<file path="config.mk">
export PLATFORM = sky130hd
export DESIGN_NAME = decode_stage_flat
export DESIGN_NICKNAME = d
export VERILOG_FILES = /design/src/rtl/riscv_pkg.sv /design/src/rtl/decode_stage_if.sv /design/src/rtl/rv_decoder.sv /design/src/rtl/decode_stage.sv /design/src/flat_wrapper.sv
export SDC_FILE = /design/constraint.sdc
export NUM_CORES = 1
export LEC_CHECK = 0
export CORE_ASPECT_RATIO = 0.75
export CORE_UTILIZATION = 40
export DETAILED_ROUTE_END_ITERATION = 8
export DONT_BUFFER_PORTS = 1
export GPL_TIMING_DRIVEN = 0
export PLACE_DENSITY = 0.57
export SLEW_MARGIN = 20
export SYNTH_ARGS = -nofsm -noshare
export SYNTH_HDL_FRONTEND = slang
export SYNTH_SLANG_ARGS = --single-unit
</file>
<file path="constraint.sdc">
create_clock -name clk -period 1.69 [get_ports clk]
set_input_delay 0.2535 -clock clk [delete_from_list [all_inputs] [get_ports clk]]
set_output_delay 0.2535 -clock clk [all_outputs]
set_load 0.05 [all_outputs]
</file>
<file path="src/rtl/riscv_pkg.sv">
//------------------------------------------------------------------------------
// riscv_pkg -- ALU op codes, RV32 opcodes and decode record shared with the ALU.
// Revision 1.0
//------------------------------------------------------------------------------
`default_nettype none

package riscv_pkg;

  typedef enum logic [3:0] {
    AluOp_ADD  = 4'd0,
    AluOp_SUB  = 4'd1,
    AluOp_AND  = 4'd2,
    AluOp_OR   = 4'd3,
    AluOp_XOR  = 4'd4,
    AluOp_SLL  = 4'd5,
    AluOp_SRL  = 4'd6,
    AluOp_SRA  = 4'd7,
    AluOp_MUL  = 4'd8,
    AluOp_DIV  = 4'd9,
    AluOp_SLTI = 4'd10
  } alu_op_e;

  localparam logic [6:0] OPC_OP     = 7'b0110011;
  localparam logic [6:0] OPC_OP_IMM = 7'b0010011;
  localparam logic [6:0] OPC_LUI    = 7'b0110111;
  localparam logic [6:0] OPC_AUIPC  = 7'b0010111;

  localparam logic [6:0] F7_BASE    = 7'b0000000;
  localparam logic [6:0] F7_ALT     = 7'b0100000;
  localparam logic [6:0] F7_MULDIV  = 7'b0000001;

  typedef struct packed {
    alu_op_e     aluop;
    logic [31:0] alu_a;
    logic [31:0] alu_b;
    logic [4:0]  rd;
    logic        wb_en;
    logic        illegal;
  } decoded_t;

  localparam decoded_t DEC_RESET = '{aluop: AluOp_ADD, alu_a: 32'd0, alu_b: 32'd0,
                                     rd: 5'd0, wb_en: 1'b0, illegal: 1'b0};

  // funct3 mapping common to OP and OP-IMM; 011 (unsigned compare) is unsupported
  function automatic alu_op_e base_aluop(input logic [2:0] funct3);
    case (funct3)
      3'b001:  return AluOp_SLL;
      3'b010:  return AluOp_SLTI;
      3'b100:  return AluOp_XOR;
      3'b101:  return AluOp_SRL;
      3'b110:  return AluOp_OR;
      3'b111:  return AluOp_AND;
      default: return AluOp_ADD;
    endcase
  endfunction

endpackage

`default_nettype wire

</file>
<file path="src/rtl/decode_stage_if.sv">
//------------------------------------------------------------------------------
// decode_stage_if -- fetch-side and execute-side handshake bundle of decode_stage.
// Revision 1.0
//------------------------------------------------------------------------------
`default_nettype none

interface decode_stage_if #(
  parameter int XLEN = 32
);
  import riscv_pkg::*;

  logic            in_valid;
  logic            in_ready;
  logic [31:0]     in_instr;
  logic [XLEN-1:0] in_pc;
  logic [XLEN-1:0] rs1_data;
  logic [XLEN-1:0] rs2_data;
  logic            flush;
  logic            out_valid;
  logic            out_ready;
  alu_op_e         out_aluop;
  logic [XLEN-1:0] out_alu_a;
  logic [XLEN-1:0] out_alu_b;
  logic [4:0]      out_rd;
  logic            out_wb_en;
  logic [XLEN-1:0] out_pc;
  logic            out_illegal;

  modport master (
    output in_valid, in_instr, in_pc, rs1_data, rs2_data, flush, out_ready,
    input  in_ready, out_valid, out_aluop, out_alu_a, out_alu_b, out_rd,
           out_wb_en, out_pc, out_illegal
  );

  modport slave (
    input  in_valid, in_instr, in_pc, rs1_data, rs2_data, flush, out_ready,
    output in_ready, out_valid, out_aluop, out_alu_a, out_alu_b, out_rd,
           out_wb_en, out_pc, out_illegal
  );

endinterface

`default_nettype wire

</file>
<file path="src/rtl/rv_decoder.sv">
//------------------------------------------------------------------------------
// rv_decoder -- combinational RV32I ALU-op decode; macro RV_M_EN adds MUL/DIV.
// Revision 1.0
//------------------------------------------------------------------------------
`default_nettype none

module rv_decoder
  import riscv_pkg::*;
(
  input  logic [31:0] instr,
  input  logic [31:0] pc,
  input  logic [31:0] rs1_data,
  input  logic [31:0] rs2_data,
  output decoded_t    dec
);

  logic [6:0]  opcode;
  logic [2:0]  funct3;
  logic [6:0]  funct7;
  logic [31:0] imm_i;
  logic [31:0] imm_u;
  logic [31:0] shamt;
  logic        legal;
  alu_op_e     op;
  logic [31:0] a;
  logic [31:0] b;

  assign opcode = instr[6:0];
  assign funct3 = instr[14:12];
  assign funct7 = instr[31:25];
  assign imm_i  = {{20{instr[31]}}, instr[31:20]};
  assign imm_u  = {instr[31:12], 12'b0};
  assign shamt  = {27'b0, instr[24:20]};

  always_comb begin
    legal = 1'b0;
    op    = AluOp_ADD;
    a     = rs1_data;
    b     = rs2_data;
    case (opcode)
      OPC_OP: begin
        if (funct7 == F7_BASE) begin
          legal = (funct3 != 3'b011);
          op    = base_aluop(funct3);
        end else if (funct7 == F7_ALT) begin
          legal = (funct3 == 3'b000) || (funct3 == 3'b101);
          op    = (funct3 == 3'b101) ? AluOp_SRA : AluOp_SUB;
        end
`ifdef RV_M_EN
        else if (funct7 == F7_MULDIV) begin
          legal = (funct3 == 3'b000) || (funct3 == 3'b100);
          op    = (funct3 == 3'b100) ? AluOp_DIV : AluOp_MUL;
        end
`endif
      end
      OPC_OP_IMM: begin
        op = base_aluop(funct3);
        b  = imm_i;
        case (funct3)
          3'b001: begin
            legal = (funct7 == F7_BASE);
            b     = shamt;
          end
          3'b101: begin
            legal = (funct7 == F7_BASE) || (funct7 == F7_ALT);
            op    = (funct7 == F7_ALT) ? AluOp_SRA : AluOp_SRL;
            b     = shamt;
          end
          3'b011:  legal = 1'b0;
          default: legal = 1'b1;
        endcase
      end
      OPC_LUI: begin
        legal = 1'b1;
        a     = 32'd0;
        b     = imm_u;
      end
      OPC_AUIPC: begin
        legal = 1'b1;
        a     = pc;
        b     = imm_u;
      end
      default: legal = 1'b0;
    endcase

    // Unsupported encodings collapse to a harmless ADD 0,0 with no writeback
    dec.illegal = !legal;
    dec.aluop   = legal ? op : AluOp_ADD;
    dec.alu_a   = legal ? a : 32'd0;
    dec.alu_b   = legal ? b : 32'd0;
    dec.rd      = instr[11:7];
    dec.wb_en   = legal && (instr[11:7] != 5'd0);
  end

endmodule

`default_nettype wire

</file>
<file path="src/rtl/decode_stage.sv">
//------------------------------------------------------------------------------
// decode_stage -- one-entry decode pipeline register around rv_decoder (RV_M_EN).
// Revision 1.0
//------------------------------------------------------------------------------
`default_nettype none

module decode_stage
  import riscv_pkg::*;
#(
  parameter int XLEN = 32
) (
  input  logic           clk,
  input  logic           rst,
  decode_stage_if.slave  bus
);

  decoded_t        dec;
  decoded_t        r_dec;
  logic [XLEN-1:0] r_pc;
  logic            r_valid;
  logic            load;

  rv_decoder u_decoder (
    .instr    (bus.in_instr),
    .pc       (bus.in_pc),
    .rs1_data (bus.rs1_data),
    .rs2_data (bus.rs2_data),
    .dec      (dec)
  );

  assign bus.in_ready = !r_valid || bus.out_ready;
  assign load         = bus.in_valid && bus.in_ready && !bus.flush;

  always_ff @(posedge clk) begin
    if (rst) begin
      r_valid <= 1'b0;
      r_dec   <= DEC_RESET;
      r_pc    <= '0;
    end else if (bus.flush) begin
      r_valid <= 1'b0;
    end else if (load) begin
      r_valid <= 1'b1;
      r_dec   <= dec;
      r_pc    <= bus.in_pc;
    end else if (bus.out_ready) begin
      r_valid <= 1'b0;
    end
  end

  assign bus.out_valid   = r_valid;
  assign bus.out_aluop   = r_dec.aluop;
  assign bus.out_alu_a   = r_dec.alu_a;
  assign bus.out_alu_b   = r_dec.alu_b;
  assign bus.out_rd      = r_dec.rd;
  assign bus.out_wb_en   = r_dec.wb_en;
  assign bus.out_illegal = r_dec.illegal;
  assign bus.out_pc      = r_pc;

endmodule

`default_nettype wire

</file>
<file path="src/flat_wrapper.sv">
// flat-port wrapper written by rule: the top's interface ports become plain ports
module decode_stage_flat import riscv_pkg::*;
#(
  parameter int XLEN = 32
)
  (clk, rst, bus_in_valid, bus_in_instr, bus_in_pc, bus_rs1_data, bus_rs2_data, bus_flush, bus_out_ready, bus_in_ready, bus_out_valid, bus_out_aluop, bus_out_alu_a, bus_out_alu_b, bus_out_rd, bus_out_wb_en, bus_out_pc, bus_out_illegal);
  decode_stage_if #(.XLEN(XLEN)) bus_i ();
  input  logic clk;
  input  logic rst;
  input wire logic [$bits(bus_i.in_valid)-1:0] bus_in_valid;
  input wire logic [$bits(bus_i.in_instr)-1:0] bus_in_instr;
  input wire logic [$bits(bus_i.in_pc)-1:0] bus_in_pc;
  input wire logic [$bits(bus_i.rs1_data)-1:0] bus_rs1_data;
  input wire logic [$bits(bus_i.rs2_data)-1:0] bus_rs2_data;
  input wire logic [$bits(bus_i.flush)-1:0] bus_flush;
  input wire logic [$bits(bus_i.out_ready)-1:0] bus_out_ready;
  output wire logic [$bits(bus_i.in_ready)-1:0] bus_in_ready;
  output wire logic [$bits(bus_i.out_valid)-1:0] bus_out_valid;
  output wire logic [$bits(bus_i.out_aluop)-1:0] bus_out_aluop;
  output wire logic [$bits(bus_i.out_alu_a)-1:0] bus_out_alu_a;
  output wire logic [$bits(bus_i.out_alu_b)-1:0] bus_out_alu_b;
  output wire logic [$bits(bus_i.out_rd)-1:0] bus_out_rd;
  output wire logic [$bits(bus_i.out_wb_en)-1:0] bus_out_wb_en;
  output wire logic [$bits(bus_i.out_pc)-1:0] bus_out_pc;
  output wire logic [$bits(bus_i.out_illegal)-1:0] bus_out_illegal;
  assign bus_i.in_valid = bus_in_valid;
  assign bus_i.in_instr = bus_in_instr;
  assign bus_i.in_pc = bus_in_pc;
  assign bus_i.rs1_data = bus_rs1_data;
  assign bus_i.rs2_data = bus_rs2_data;
  assign bus_i.flush = bus_flush;
  assign bus_i.out_ready = bus_out_ready;
  assign bus_in_ready = bus_i.in_ready;
  assign bus_out_valid = bus_i.out_valid;
  assign bus_out_aluop = bus_i.out_aluop;
  assign bus_out_alu_a = bus_i.out_alu_a;
  assign bus_out_alu_b = bus_i.out_alu_b;
  assign bus_out_rd = bus_i.out_rd;
  assign bus_out_wb_en = bus_i.out_wb_en;
  assign bus_out_pc = bus_i.out_pc;
  assign bus_out_illegal = bus_i.out_illegal;
  decode_stage #(.XLEN(XLEN)) u_core (.clk(clk), .rst(rst), .bus(bus_i));
endmodule
</file>
# Yosys cells after proc, flatten, opt, wreduce, memory -nomap -nowiden

Index checks and enable logic that the tools add are counted.

Eq/ne operators: 13
Multiplexer cells: 20
Reduce and logical (&&, ||, !) cells: 17
Bitwise logic cells: 1

Operator list:

| kind                                                             | number |
|---|---|
| 32-bit case mux with 2 select lines                              | 2 |
| 32-bit 2-to-1 mux                                                | 3 |
| 4-bit case mux with 6 select lines                               | 1 |
| 7-bit by 6-bit == test with 1-bit output (second input constant) | 3 |
| 4-bit case mux with 5 select lines                               | 1 |
| 7-bit by 5-bit == test with 1-bit output (second input constant) | 2 |
| 3-bit == test (second input constant)                            | 4 |
| 4-bit 2-to-1 mux                                                 | 3 |
| 4-bit case mux with 2 select lines                               | 1 |
| 7-bit zero test                                                  | 1 |
| 3-bit by 2-bit == test with 1-bit output (second input constant) | 2 |
| 3-bit 2-to-1 mux                                                 | 2 |
| 1-bit case mux with 3 select lines                               | 2 |
| 2-bit OR reduction                                               | 3 |
| 1-bit 2-to-1 mux                                                 | 5 |
| 5-bit nonzero test                                               | 1 |
| 3-bit by 1-bit == test with 1-bit output (second input constant) | 1 |
| 1-bit logical AND                                                | 3 |
| 1-bit zero test                                                  | 3 |
| 3-bit zero test                                                  | 1 |
| 1-bit logical OR                                                 | 3 |
| 3-bit by 2-bit != test with 1-bit output (second input constant) | 1 |
| 2-bit AND reduction                                              | 1 |
| 2-bit nonzero test                                               | 1 |
| 1-bit inverter                                                   | 1 |

Register bits: 108
Word-level logic and storage cells: 59
Bits of input ports: 133
Output and inout bits: 109

# Longest topological paths before layout

Gate-level depths: netlist of run 1.

Depth in word-level cells: 6
Depth in mapped cells: 8
Gate-level depth less buffers: 6

# Modules after synthesis

A second synthesis of run 1 with hierarchy kept.

Cells, all modules: 671
Area total of the unflattened synthesis: 6118.4 um^2

Modules (own cells, without submodules):

| module       | area each (um^2) | times used | cells an instance |
|---|---|---|---|
| decode_stage | 4819.6           | 1          | 470 |
| rv_decoder   | 1298.7           | 1          | 201 |

# Worst setup path after synthesis of run 1

OpenSTA, ideal clock, no wires.

Path kind: register to register
From: register u_core.r_valid, in the netlist u_core.bus.out_valid
To: register u_core.r_dec (netlist bit u_core.bus.out_illegal)
Buffers on the path: 2
Setup time: 0.128 ns
Path slack: -0.396 ns
Cell stages (with the launch flop): 8
Clock period less this slack: 2.086 ns
Required time: 1.562 ns
Arrival time: 1.958 ns
Path through: dfxtp_1 nor2b_1 inv_1 nand3b_1 buf_2 clkbuf_1 o21ai_0 nor2b_1

Word-level cells in the longest chain between the ends: 5

Ends and longest elaborated chain:

| element                              | line               | source |
|---|---|---|
| start: declaration                   | decode_stage.sv:20 | `logic r_valid;` |
| start signal: assignment             | decode_stage.sv:36 | `r_valid <= 1'b0;` |
| start signal: assignment             | decode_stage.sv:40 | `r_valid <= 1'b0;` |
| start signal: assignment             | decode_stage.sv:42 | `r_valid <= 1'b1;` |
| 1-bit zero test                      | decode_stage.sv:31 | `assign bus.in_ready = !r_valid \|\| bus.out_ready;` |
| 1-bit logical OR                     | decode_stage.sv:31 |  |
| net bus_in_ready                     | flat_wrapper.sv:17 | `output wire logic [$bits(bus_i.in_ready)-1:0] bus_in_ready;` |
| 1-bit logical AND (2 in series)      | decode_stage.sv:32 | `assign load = bus.in_valid && bus.in_ready && !bus.flush;` |
| 2-bit AND reduction (no source line) | -                  |  |
| end signal: assignment               | decode_stage.sv:37 | `r_dec <= DEC_RESET;` |
| end signal: assignment               | decode_stage.sv:43 | `r_dec <= dec;` |
| end: declaration                     | decode_stage.sv:18 | `decoded_t r_dec;` |

The timed path passes the listed nets, and every way through them passes these cells.
A chain may end at the register's enable or synchronous reset.

# Worst setup path after layout of run 1

From: register u_core.r_valid, in the netlist u_core.bus.out_valid
To: register u_core.r_dec (netlist bit u_core.bus.out_wb_en)

Same word-level chain as after synthesis.

==> reports/metrics.yaml, run 1 <==
sta:
  setup_slack_ns: -0.0775
  post-route-period-util: 1.05
  fin_worst_skew_ns: 0.00621
  fin_crit_ns: 1.77
  fmax_ghz: 0.566
  whs_ns: 0.0351
  tightest_slew_ns: 0.840
  tns_ns: -0.302
  setup_viol: 12
  rsz0062_at_grt: "true"
  slew-limit-headroom: 0.440
  drv_slew: 0
  hold_violations: 0
setup_path:
  crit_fanout: 10
  crit_type: "reg -> reg"
  end_kind: "flop"
  slowest_delay_ns: 0.42
  slowest_stage: "or4_1"
  cp.depth: 7
  critical-path-top-delay-family: "simple AND/OR/NAND/NOR gates"
  worstPathArrival_ns: 2.01
  worst-path-buf-inv: 2
  critPathRequiredTime_ns: 1.93
  startpoint_type: "flop"
  reg2reg_depth: 7
  path_cells: "nor2b_4 -> inv_6 -> nand3b_1 -> buf_6 -> or4_1 -> o32ai_2 -> nor2_1"
  rrSetupSlack_ns: -0.08
routing:
  vias: 4156
  viasPerCell: 5.72
  drc: 0
  drt-total-wl_um: 14000
  drtAntennaViolNets: 0
  dr.pass1.iters: 5
  wl_per_cell_um: 19.3
  drt-initial-drc-count: 259
clocking:
  cts_buffer_depth: 2
  cts_made_buffers: 9
  cts_sinks: 108
  cts.root.buffer_cell: "clkbuf_16"
  clk_pin_slew_worst_paths_ns: 0.07
  htree_levels: 3
  clk_latency_ns: 0.35
  cts_tree: "built"
final_layout:
  nets: 714
  n_fill_cell: 1045
  area_delta_synth_final_pct: 19.8
  n_antenna_cell: 0
  fin_area_mm2: 0.00538
  drive_above_1_share: 0.160
  multi_input_area_mm2: 0.00232
  seq_area_mm2: 0.00217
synth:
  seq_area_frac_synth: 0.481
  postSynthNetCount: 692
  synth_warnings: 0
  synth_area_mm2: 0.00449
  synth-edff-count: 0
  syn_avg_cell_area_um2: 8.04
  synth_cells: 559
  ys_async_sr_fraction: 0
  synth_ff_type: "dfxtp_1"
  synth_cell_types: 40
  ys_seq_elements: 108
place:
  place_area_mm2: 0.00469
  place_ws_ns: -0.558
  place.gp.congestion: 0.877
  place_hpwl_um: 10700
  io_buffers: 0
status:
  status: "finished, violations left"
  violations: "setup timing"
floorplan:
  initial_utilization: 0.411
  die_y_um: 93.8
  pin_count: 242
  dieArea_mm2: 0.0117
  rows: 33
  core_area_mm2: 0.0109
  die_w_um: 124
pwr:
  clkPwrFrac: 0.387
  power.density_mw_per_mm2: 1030
  ir_drop_uv: 559
  seqPwrFrac: 0.532
  switching_power_mw: 1.54
  p_sw_frac: 0.278
  leakage_nw: 1.86
  p_int_mw: 4.00
  combPwrFrac: 0.081
  power_mw: 5.54
global_routing:
  grt_max_degree: 18
  grt_pass1_wl_um: 21100
  antenna_found_initial: 0
  grt_use_total: 0.232
  grt_pass1_vias: 3910
  gr-total-overflow: 0
min_path:
  hp-class: "in -> reg"
  whs_path_depth: 2
run:
  cap_violations: 0
## routing by layer
layer	vias to the layer above	global-route usage	part of all wire
li1	2004	-	-
met1	1951	0.288	0.44
met2	183	0.366	0.46
met3	18	0.0854	0.084
met4	0	0.0863	0.019
met5	-	0	0
## placed cells by master, fill, tap and decap left out, types with 3 or more instances in the layout
master / count
a21oi_2: 3
nor3_1: 22
o21ai_0: 27
o21ai_1: 23
clkbuf_4: 5
a22oi_1: 12
nand2_1: 122
clkbuf_8: 4
nand3_1: 4
nor2b_1: 3
clkbuf_16: 10
a21oi_1: 68
buf_2: 11
a221oi_2: 17
buf_6: 7
clkbuf_1: 16
nor3b_1: 34
buf_4: 11
nor3_2: 3
dfxtp_1: 107
nor2_1: 35
## metrics by stage
stage          utilization  std cells
3_5_place_dp         0.429        699
3_3_place_gp         0.429        699
6_report             0.492        726
4_1_cts              0.481        721
5_1_grt              0.492        726
2_1_floorplan            -        559
## final cells by class
type	instances	area share
well taps	140	0.0325
multi-input cells	403	0.431
clock inverters	5	0.0109
inverters	2	0.00232
clock buffers	11	0.0451
plain buffers	46	0.0597
flip-flops and latches	108	0.402
repair buffers	11	0.0165
## power by group through the flow
| stage | combinational (mW) | sequential [mW] | clock (mW) |
|---|---|---|---|
| after global routing | 0.501 | 2.95 | 2.29 |
| after floorplan | 0.298 | 2.99 | 0 |
| after global placement | 0.375 | 3.00 | 0 |
| after CTS | 0.423 | 2.95 | 2.20 |
| after detailed placement | 0.386 | 3.01 | 0 |
| final | 0.449 | 2.95 | 2.15 |
## cells in the mapped netlist, types with 2 or more instances
master | number | area [um2]
dfxtp_1 | 108 | 2160
clkbuf_2 | 4 | 20.0
buf_2 | 9 | 45.0
nor2b_1 | 5 | 31.3
a21o_1 | 2 | 15.0
a31oi_1 | 2 | 12.5
nor3b_1 | 34 | 255
nor2_1 | 36 | 135
inv_1 | 2 | 7.51
nand3_1 | 4 | 20.0
buf_6 | 2 | 22.5
a22oi_1 | 12 | 90.1
a221oi_1 | 20 | 175
clkbuf_1 | 28 | 105
nor3_1 | 25 | 125
o21ai_1 | 20 | 100
a21oi_1 | 71 | 355
o21ai_0 | 30 | 150
nand2_1 | 122 | 458
buf_1 | 3 | 11.3
## path summary, 6_finish.rpt
check                                          endpoint               startpoint
worst max-delay path               u_core.bus.out_wb_en     u_core.bus.out_valid
worst min-delay path               u_core.bus.out_rd[0]          bus_in_instr[7]
worst max register to register     u_core.bus.out_wb_en     u_core.bus.out_valid
worst min register to register  u_core.bus.out_alu_b[1]  u_core.bus.out_alu_b[1]
## timing repair
item | 4_1_cts | 5_1_grt
gates resized for setup | 54 | 36
pin swaps | 3 | 2
buffers inserted | 5 | 5
hold buffers | 1 | 0
hold endpoints to repair | 1 | 0
endpoints found under the setup margin | 104 | 98
## worst register-to-register path: cells and delay by family, from the launching register on
family,cells,cell delay [ns]
AND/OR/NAND/NOR,4,0.74
flip-flops,1,0.41
AO/OA/AOI/OAI,1,0.25
buffers and inverters,2,0.26
## flip-flops by register name, indices dropped and copies added (netlist names)
signal,cells
u_core.bus.out_alu_a,32
u_core.bus.out_rd,5
u_core.bus.out_alu_b,32
u_core.bus.out_pc,32
u_core.bus.out_aluop,4
u_core.bus.out_illegal,1
u_core.bus.out_wb_en,1
u_core.bus.out_valid,1
## kinds of logic after synthesis
logic type	count (synthesis)	share of synthesized area
compound gates	162	0.212
buf+inv	48	0.0471
flops	108	0.481
mux	2	0.00473
simple gates	239	0.255
(Power assumes the default switching activity.)
==> run 2: changes to the inputs <==
--- a/config.mk
+++ b/config.mk
@@ -5,12 +5,15 @@
 export SDC_FILE = /design/constraint.sdc
 export NUM_CORES = 1
 export LEC_CHECK = 0
+export ABC_CLOCK_PERIOD_IN_PS = 1690
 export CORE_ASPECT_RATIO = 0.75
 export CORE_UTILIZATION = 40
+export CTS_CLUSTER_SIZE = 40
 export DETAILED_ROUTE_END_ITERATION = 8
 export DONT_BUFFER_PORTS = 1
 export GPL_TIMING_DRIVEN = 0
 export PLACE_DENSITY = 0.57
+export REMOVE_ABC_BUFFERS = 1
 export SLEW_MARGIN = 20
 export SYNTH_ARGS = -nofsm -noshare
 export SYNTH_HDL_FRONTEND = slang
==> reports/metrics.yaml, run 2 (synthesis results as in run 1) <==
final_layout:
  drive_above_1_share: 0.258  # was 0.160
  area_delta_synth_final_pct: 33.2  # was 19.8%
  fin_area_mm2: 0.00598  # was 0.00538 mm2
  utilization: 0.547  # was 0.492
  n_fill_cell: 1025  # was 1045
  multi_input_area_mm2: 0.00266  # was 0.00232 mm2
  seq_area_mm2: 0.00217  # unchanged
  layout_commonest_cell: "nand2_1"  # unchanged
  n_antenna_cell: 0  # unchanged
  nets: 711  # was 714
  final_cell_mix: "nand2_1 (110), dfxtp_1 (107), a21oi_1 (66)"  # was nand2_1 (122), dfxtp_1 (107), a21oi_1 (68)
floorplan:
  dieArea_mm2: 0.0117  # unchanged
  rows: 33  # unchanged
  initial_utilization: 0.411  # unchanged
  core_area_mm2: 0.0109  # unchanged
  die_w_um: 124  # unchanged
  pin_count: 242  # unchanged
  die_y_um: 93.8  # unchanged
global_routing:
  grt_pass1_vias: 3876  # was 3910
  grt_pass1_wl_um: 22100  # was 21100 um
  grt_use_total: 0.244  # was 0.232
  gr-total-overflow: 0  # unchanged
  grt_max_degree: 41  # was 18
  antenna_found_initial: 0  # unchanged
sta:
  tns_ns: -12.31  # was -0.302 ns
  drv_slew: 0  # unchanged
  fin_crit_ns: 1.91  # was 1.77 ns
  tightest_slew_ns: 0.838  # was 0.840 ns
  rsz0062_at_grt: "true"  # unchanged
  hold_violations: 0  # unchanged
  slew-limit-headroom: 0.440  # about the same
  post-route-period-util: 1.13  # was 1.05
  fmax_ghz: 0.525  # was 0.566 GHz
  setup_slack_ns: -0.216  # was -0.0775 ns
  setup_viol: 104  # was 12
  fin_worst_skew_ns: 0.00728  # was 0.00621 ns
setup_path:
  crit_type: "reg -> reg"  # unchanged
  end_kind: "flop"  # unchanged
  reg2reg_depth: 8  # was 7
  startpoint_type: "flop"  # unchanged
  crit_fanout: 6  # was 10
  critPathRequiredTime_ns: 1.94  # was 1.93 ns
  rrSetupSlack_ns: -0.22  # was -0.08 ns
  r2r-start: "u_core.bus.out_valid"  # unchanged
  reg2reg_to: "u_core.bus.out_alu_b[14]"  # was u_core.bus.out_wb_en
  worstPathArrival_ns: 2.16  # was 2.01 ns
routing:
  drt-initial-drc-count: 194  # was 259
  dr.pass1.iters: 4  # was 5
  wl_per_cell_um: 22.0  # was 19.3 um
  drc: 0  # unchanged
  vias: 4237  # was 4156
  drtAntennaViolNets: 0  # unchanged
  drt-total-wl_um: 15900  # was 14000 um
  viasPerCell: 5.87  # was 5.72
clocking:
  cts_made_buffers: 9  # unchanged
  cts_sinks: 108  # unchanged
  cts.root.buffer_cell: "clkbuf_16"  # unchanged
  htree_levels: 3  # unchanged
  cts_tree: "built"  # unchanged
  clk_pin_slew_worst_paths_ns: 0.07  # about the same
  cts_buffer_depth: 2  # unchanged
  clk_latency_ns: 0.34  # was 0.35 ns
status:
  violations: "setup timing"  # unchanged
  status: "finished, violations left"  # unchanged
pwr:
  leakage_nw: 2.06  # was 1.86 nW
  power_mw: 5.86  # was 5.54 mW
  ir_drop_uv: 593  # was 559 uV
  power.density_mw_per_mm2: 979  # was 1030 mW/mm2
min_path:
  hp-class: "in -> reg"  # unchanged
  whs_path_depth: 2  # unchanged
  hp-start: "bus_in_pc[22]"  # was bus_in_instr[7]
  hold_end: "u_core.bus.out_pc[22]"  # was u_core.bus.out_rd[0]
place:
  place_ws_ns: -1.64  # was -0.558 ns
  place.gp.congestion: 0.812  # was 0.877
  place_hpwl_um: 9090  # was 10700 um
  place_area_mm2: 0.00460  # was 0.00469 mm2
  io_buffers: 0  # unchanged
run:
  cap_violations: 0  # unchanged
[run 2: cell type report]
class,count,share of cell area
clock buffers,9,0.0376
multi-input cells,412,0.444
flip-flops and latches,108,0.362
well taps,140,0.0293
inverters,2,0.00209
clock inverters,6,0.0161
repair buffers,45,0.109
[run 2: where the power goes]
group / switching, mW / internal [mW] / total (mW)
combinational: 0.316 / 0.288 / 0.604
sequential: 0.329 / 2.62 / 2.95
clock: 0.992 / 1.31 / 2.30
[run 2: repair_timing]
item                                   in CTS  in global routing
buffers inserted                           19                 12
hold buffers                                2                  0
pin swaps                                  22                 38
setup endpoints to repair                 108                106
endpoints found under the hold margin      40                  0
gates cloned                                6                  9
gates resized for setup                    48                 87
[run 2: worst max path at each step]
stage                    startpoint                        to  slack, ns  cells after the start
2_1_floorplan  u_core.bus.out_valid   u_core.bus.out_alu_a[0]      -4.74                      5
3_3_place_gp   u_core.bus.out_valid   u_core.bus.out_alu_a[2]     -10.00                      5
3_5_place_dp   u_core.bus.out_valid  u_core.bus.out_alu_a[21]      -1.64                      7
4_1_cts        u_core.bus.out_valid      u_core.bus.out_wb_en      -0.16                      7
5_1_grt        u_core.bus.out_valid      u_core.bus.out_pc[0]      -0.30                      8
6_report       u_core.bus.out_valid  u_core.bus.out_alu_b[14]      -0.22                      8
[run 2: stage by stage]
step	hold slack, ns	cells
global placement	0.326	653
detailed placement	0.327	662
global route	0.0253	722
finish	0.0373	722
CTS	0.0227	703
floorplan	0.323	513
[run 2: layer usage]
metal	wire [um]	share of wire	GRT usage	vias to the layer above
met2	7500	0.47	0.407	196
li1	-	-	-	2007
met4	153	0.0096	0.0532	0
met1	6550	0.41	0.299	2019
met5	0	0	0	-
met3	1680	0.11	0.0934	15
[run 2: worst max-delay path, stage by stage (launching register included)]
cell and delay (ns):
dfxtp_4 0.44, nor2b_4 0.22, clkinv_4 0.14, nand3b_1 0.24, buf_6 0.16, buf_4 0.14, o21bai_4 0.10, clkbuf_16 0.18
nor3_1 0.20
==> run 3: changes to the inputs <==
--- a/config.mk
+++ b/config.mk
@@ -5,14 +5,14 @@
 export SDC_FILE = /design/constraint.sdc
 export NUM_CORES = 1
 export LEC_CHECK = 0
-export ABC_CLOCK_PERIOD_IN_PS = 1690
+export ABC_CLOCK_PERIOD_IN_PS = 1900
 export CORE_ASPECT_RATIO = 0.75
 export CORE_UTILIZATION = 40
 export CTS_CLUSTER_SIZE = 40
 export DETAILED_ROUTE_END_ITERATION = 8
 export DONT_BUFFER_PORTS = 1
 export GPL_TIMING_DRIVEN = 0
-export PLACE_DENSITY = 0.57
+export PLACE_DENSITY = 0.55
 export REMOVE_ABC_BUFFERS = 1
 export SLEW_MARGIN = 20
 export SYNTH_ARGS = -nofsm -noshare
==> constraint.sdc (replaced) <==
create_clock -name clk -period 1.9 [get_ports clk]
set_input_delay 0.285 -clock clk [delete_from_list [all_inputs] [get_ports clk]]
set_output_delay 0.285 -clock clk [all_outputs]
set_load 0.05 [all_outputs]
==> reports/metrics.yaml, run 3 (synthesis results as in run 1) <==
setup_path:
  end_kind: "flop"  # unchanged
  crit_type: "reg -> reg"  # unchanged
  worstPathArrival_ns: 2.08  # was 2.16 ns
  critPathRequiredTime_ns: 2.12  # was 1.94 ns
  startpoint_type: "flop"  # unchanged
  reg2reg_depth: 7  # was 8
  crit_fanout: 4  # was 6
  rrSetupSlack_ns: 0.04  # was -0.22 ns
  reg2reg_to: "u_core.bus.out_wb_en"  # was u_core.bus.out_alu_b[14]
  r2r-start: "u_core.bus.out_valid"  # unchanged
sta:
  tns_ns: 0  # was -12.31 ns
  hold_violations: 0  # unchanged
  post-route-period-util: 0.977  # was 1.13
  slew-limit-headroom: 0.487  # was 0.440
  fin_worst_skew_ns: 0.00359  # was 0.00728 ns
  drv_slew: 0  # unchanged
  tightest_slew_ns: 0.767  # was 0.838 ns
  fmax_ghz: 0.539  # was 0.525 GHz
  fin_crit_ns: 1.86  # was 1.91 ns
  setup_viol: 0  # was 104
  rsz0062_at_grt: "true"  # unchanged
floorplan:
  core_area_mm2: 0.0109  # unchanged
  die_w_um: 124  # unchanged
  die_y_um: 93.8  # unchanged
  rows: 33  # unchanged
  initial_utilization: 0.411  # unchanged
  dieArea_mm2: 0.0117  # unchanged
  pin_count: 242  # unchanged
clocking:
  cts_sinks: 108  # unchanged
  clk_pin_slew_worst_paths_ns: 0.07  # about the same
  cts.root.buffer_cell: "clkbuf_16"  # unchanged
  clk_latency_ns: 0.34  # about the same
  cts_buffer_depth: 2  # unchanged
  cts_tree: "built"  # unchanged
  cts_made_buffers: 9  # unchanged
  htree_levels: 3  # unchanged
global_routing:
  grt_max_degree: 66  # was 41
  gr-total-overflow: 0  # unchanged
  grt_use_total: 0.234  # was 0.244
  antenna_found_initial: 0  # unchanged
  grt_pass1_vias: 3801  # was 3876
  grt_pass1_wl_um: 21400  # was 22100 um
final_layout:
  layout_commonest_cell: "nand2_1"  # unchanged
  drive_above_1_share: 0.125  # was 0.258
  nets: 690  # was 711
  final_cell_mix: "nand2_1 (122), dfxtp_1 (107), a21oi_1 (69)"  # was nand2_1 (110), dfxtp_1 (107), a21oi_1 (66)
  area_delta_synth_final_pct: 16.7  # was 33.2%
  n_antenna_cell: 0  # unchanged
routing:
  wl_per_cell_um: 21.2  # was 22.0 um
  vias: 4096  # was 4237
  drtAntennaViolNets: 0  # unchanged
  drc: 0  # unchanged
  drt-total-wl_um: 14900  # was 15900 um
  viasPerCell: 5.83  # was 5.87
  dr.pass1.iters: 5  # was 4
  drt-initial-drc-count: 262  # was 194
min_path:
  whs_path_depth: 1  # was 2
  hp-class: "in -> reg"  # unchanged
  hold_end: "u_core.bus.out_pc[21]"  # was u_core.bus.out_pc[22]
  hp-start: "rst"  # was bus_in_pc[22]
place:
  io_buffers: 0  # unchanged
  place.gp.congestion: 0.731  # was 0.812
  place_hpwl_um: 8920  # was 9090 um
pwr:
  power_mw: 4.91  # was 5.86 mW
  ir_drop_uv: 529  # was 593 uV
  power.density_mw_per_mm2: 936  # was 979 mW/mm2
  leakage_nw: 1.82  # was 2.06 nW
status:
  status: "completed"  # was finished, violations left
run:
  cap_violations: 0  # unchanged
run 3: changes by cell type in the layout (fill, tap and decap cells not counted), moves of 4 or more:
| cell | change |
|---|---|
| nand2_8 | -8 |
| buf_4 | -4 |
| o21ai_2 | -26 |
| buf_12 | -10 |
| nand2_2 | -10 |
| nor3_2 | -8 |
| nor3_1 | +9 |
| o21ai_0 | +20 |
| o21ai_1 | +6 |
| dlygate4sd3_1 | +6 |
| nand2_1 | +12 |
run 3: how the worst max path moves through the flow:
stage | start | endpoint | slack (ns) | cells after the start
floorplan | u_core.bus.out_valid | u_core.bus.out_alu_a[0] | -4.53 | 5
global placement | u_core.bus.out_valid | u_core.bus.out_alu_a[1] | -10.04 | 5
detailed placement | u_core.bus.out_valid | u_core.bus.out_alu_a[11] | -1.32 | 7
CTS | u_core.bus.out_valid | u_core.bus.out_wb_en | 0.008 | 7
global route | u_core.bus.out_valid | u_core.bus.out_wb_en | -0.06 | 7
finish | u_core.bus.out_valid | u_core.bus.out_wb_en | 0.04 | 7
run 3: repair_timing:
action / CTS / global route
endpoints found under the setup margin: 107 / 77
resized for setup: 15 / 22
pin swaps: 5 / 7
buffers inserted: 10 / 3
hold endpoints to repair: 19 / 6
hold buffers: 4 / 3
cloned: 3 / 2
run 3: final cells by class:
class	count	area (um2)
inverter	2	12.5
fill	1092	5700
tap	140	175
sequential	108	2170
multi-input combinational	407	2290
timing repair buffer	29	308
clock buffer	11	233
clock inverter	5	61.3
run 3: critical path, cell delays in order, from the launching register on:
cell,delay (ns)
dfxtp_4,0.41
nor2b_4,0.16
clkinv_4,0.10
nand3b_1,0.18
buf_6,0.19
or4_4,0.42
o32ai_2,0.21
nor2_1,0.06
run 3: stage by stage:
stage	instance area [um2]	cells	util	setup WS (ns)	hold slack (ns)
6_report	5240	702	0.479	0.0436	0.0199
3_5_place_dp	4590	662	0.420	-1.32	0.360
5_1_grt	5240	702	0.479	-0.0579	0.00167
2_1_floorplan	4290	513	-	-4.53	0.354
4_1_cts	5080	695	0.465	0.00829	0.0000719
3_3_place_gp	4460	653	0.408	-10.04	0.359
run 3: metal layers:
layer | global-route usage | part of all wire
met1 | 0.303 | 0.44
met2 | 0.368 | 0.45
met3 | 0.0792 | 0.098
met4 | 0.0693 | 0.012
met5 | 0 | 0
run 3: power breakdown:
group	switching [mW]	total [mW]	internal, mW
Combinational	0.225	0.399	0.174
Clock	0.854	1.89	1.03
Sequential	0.291	2.62	2.33
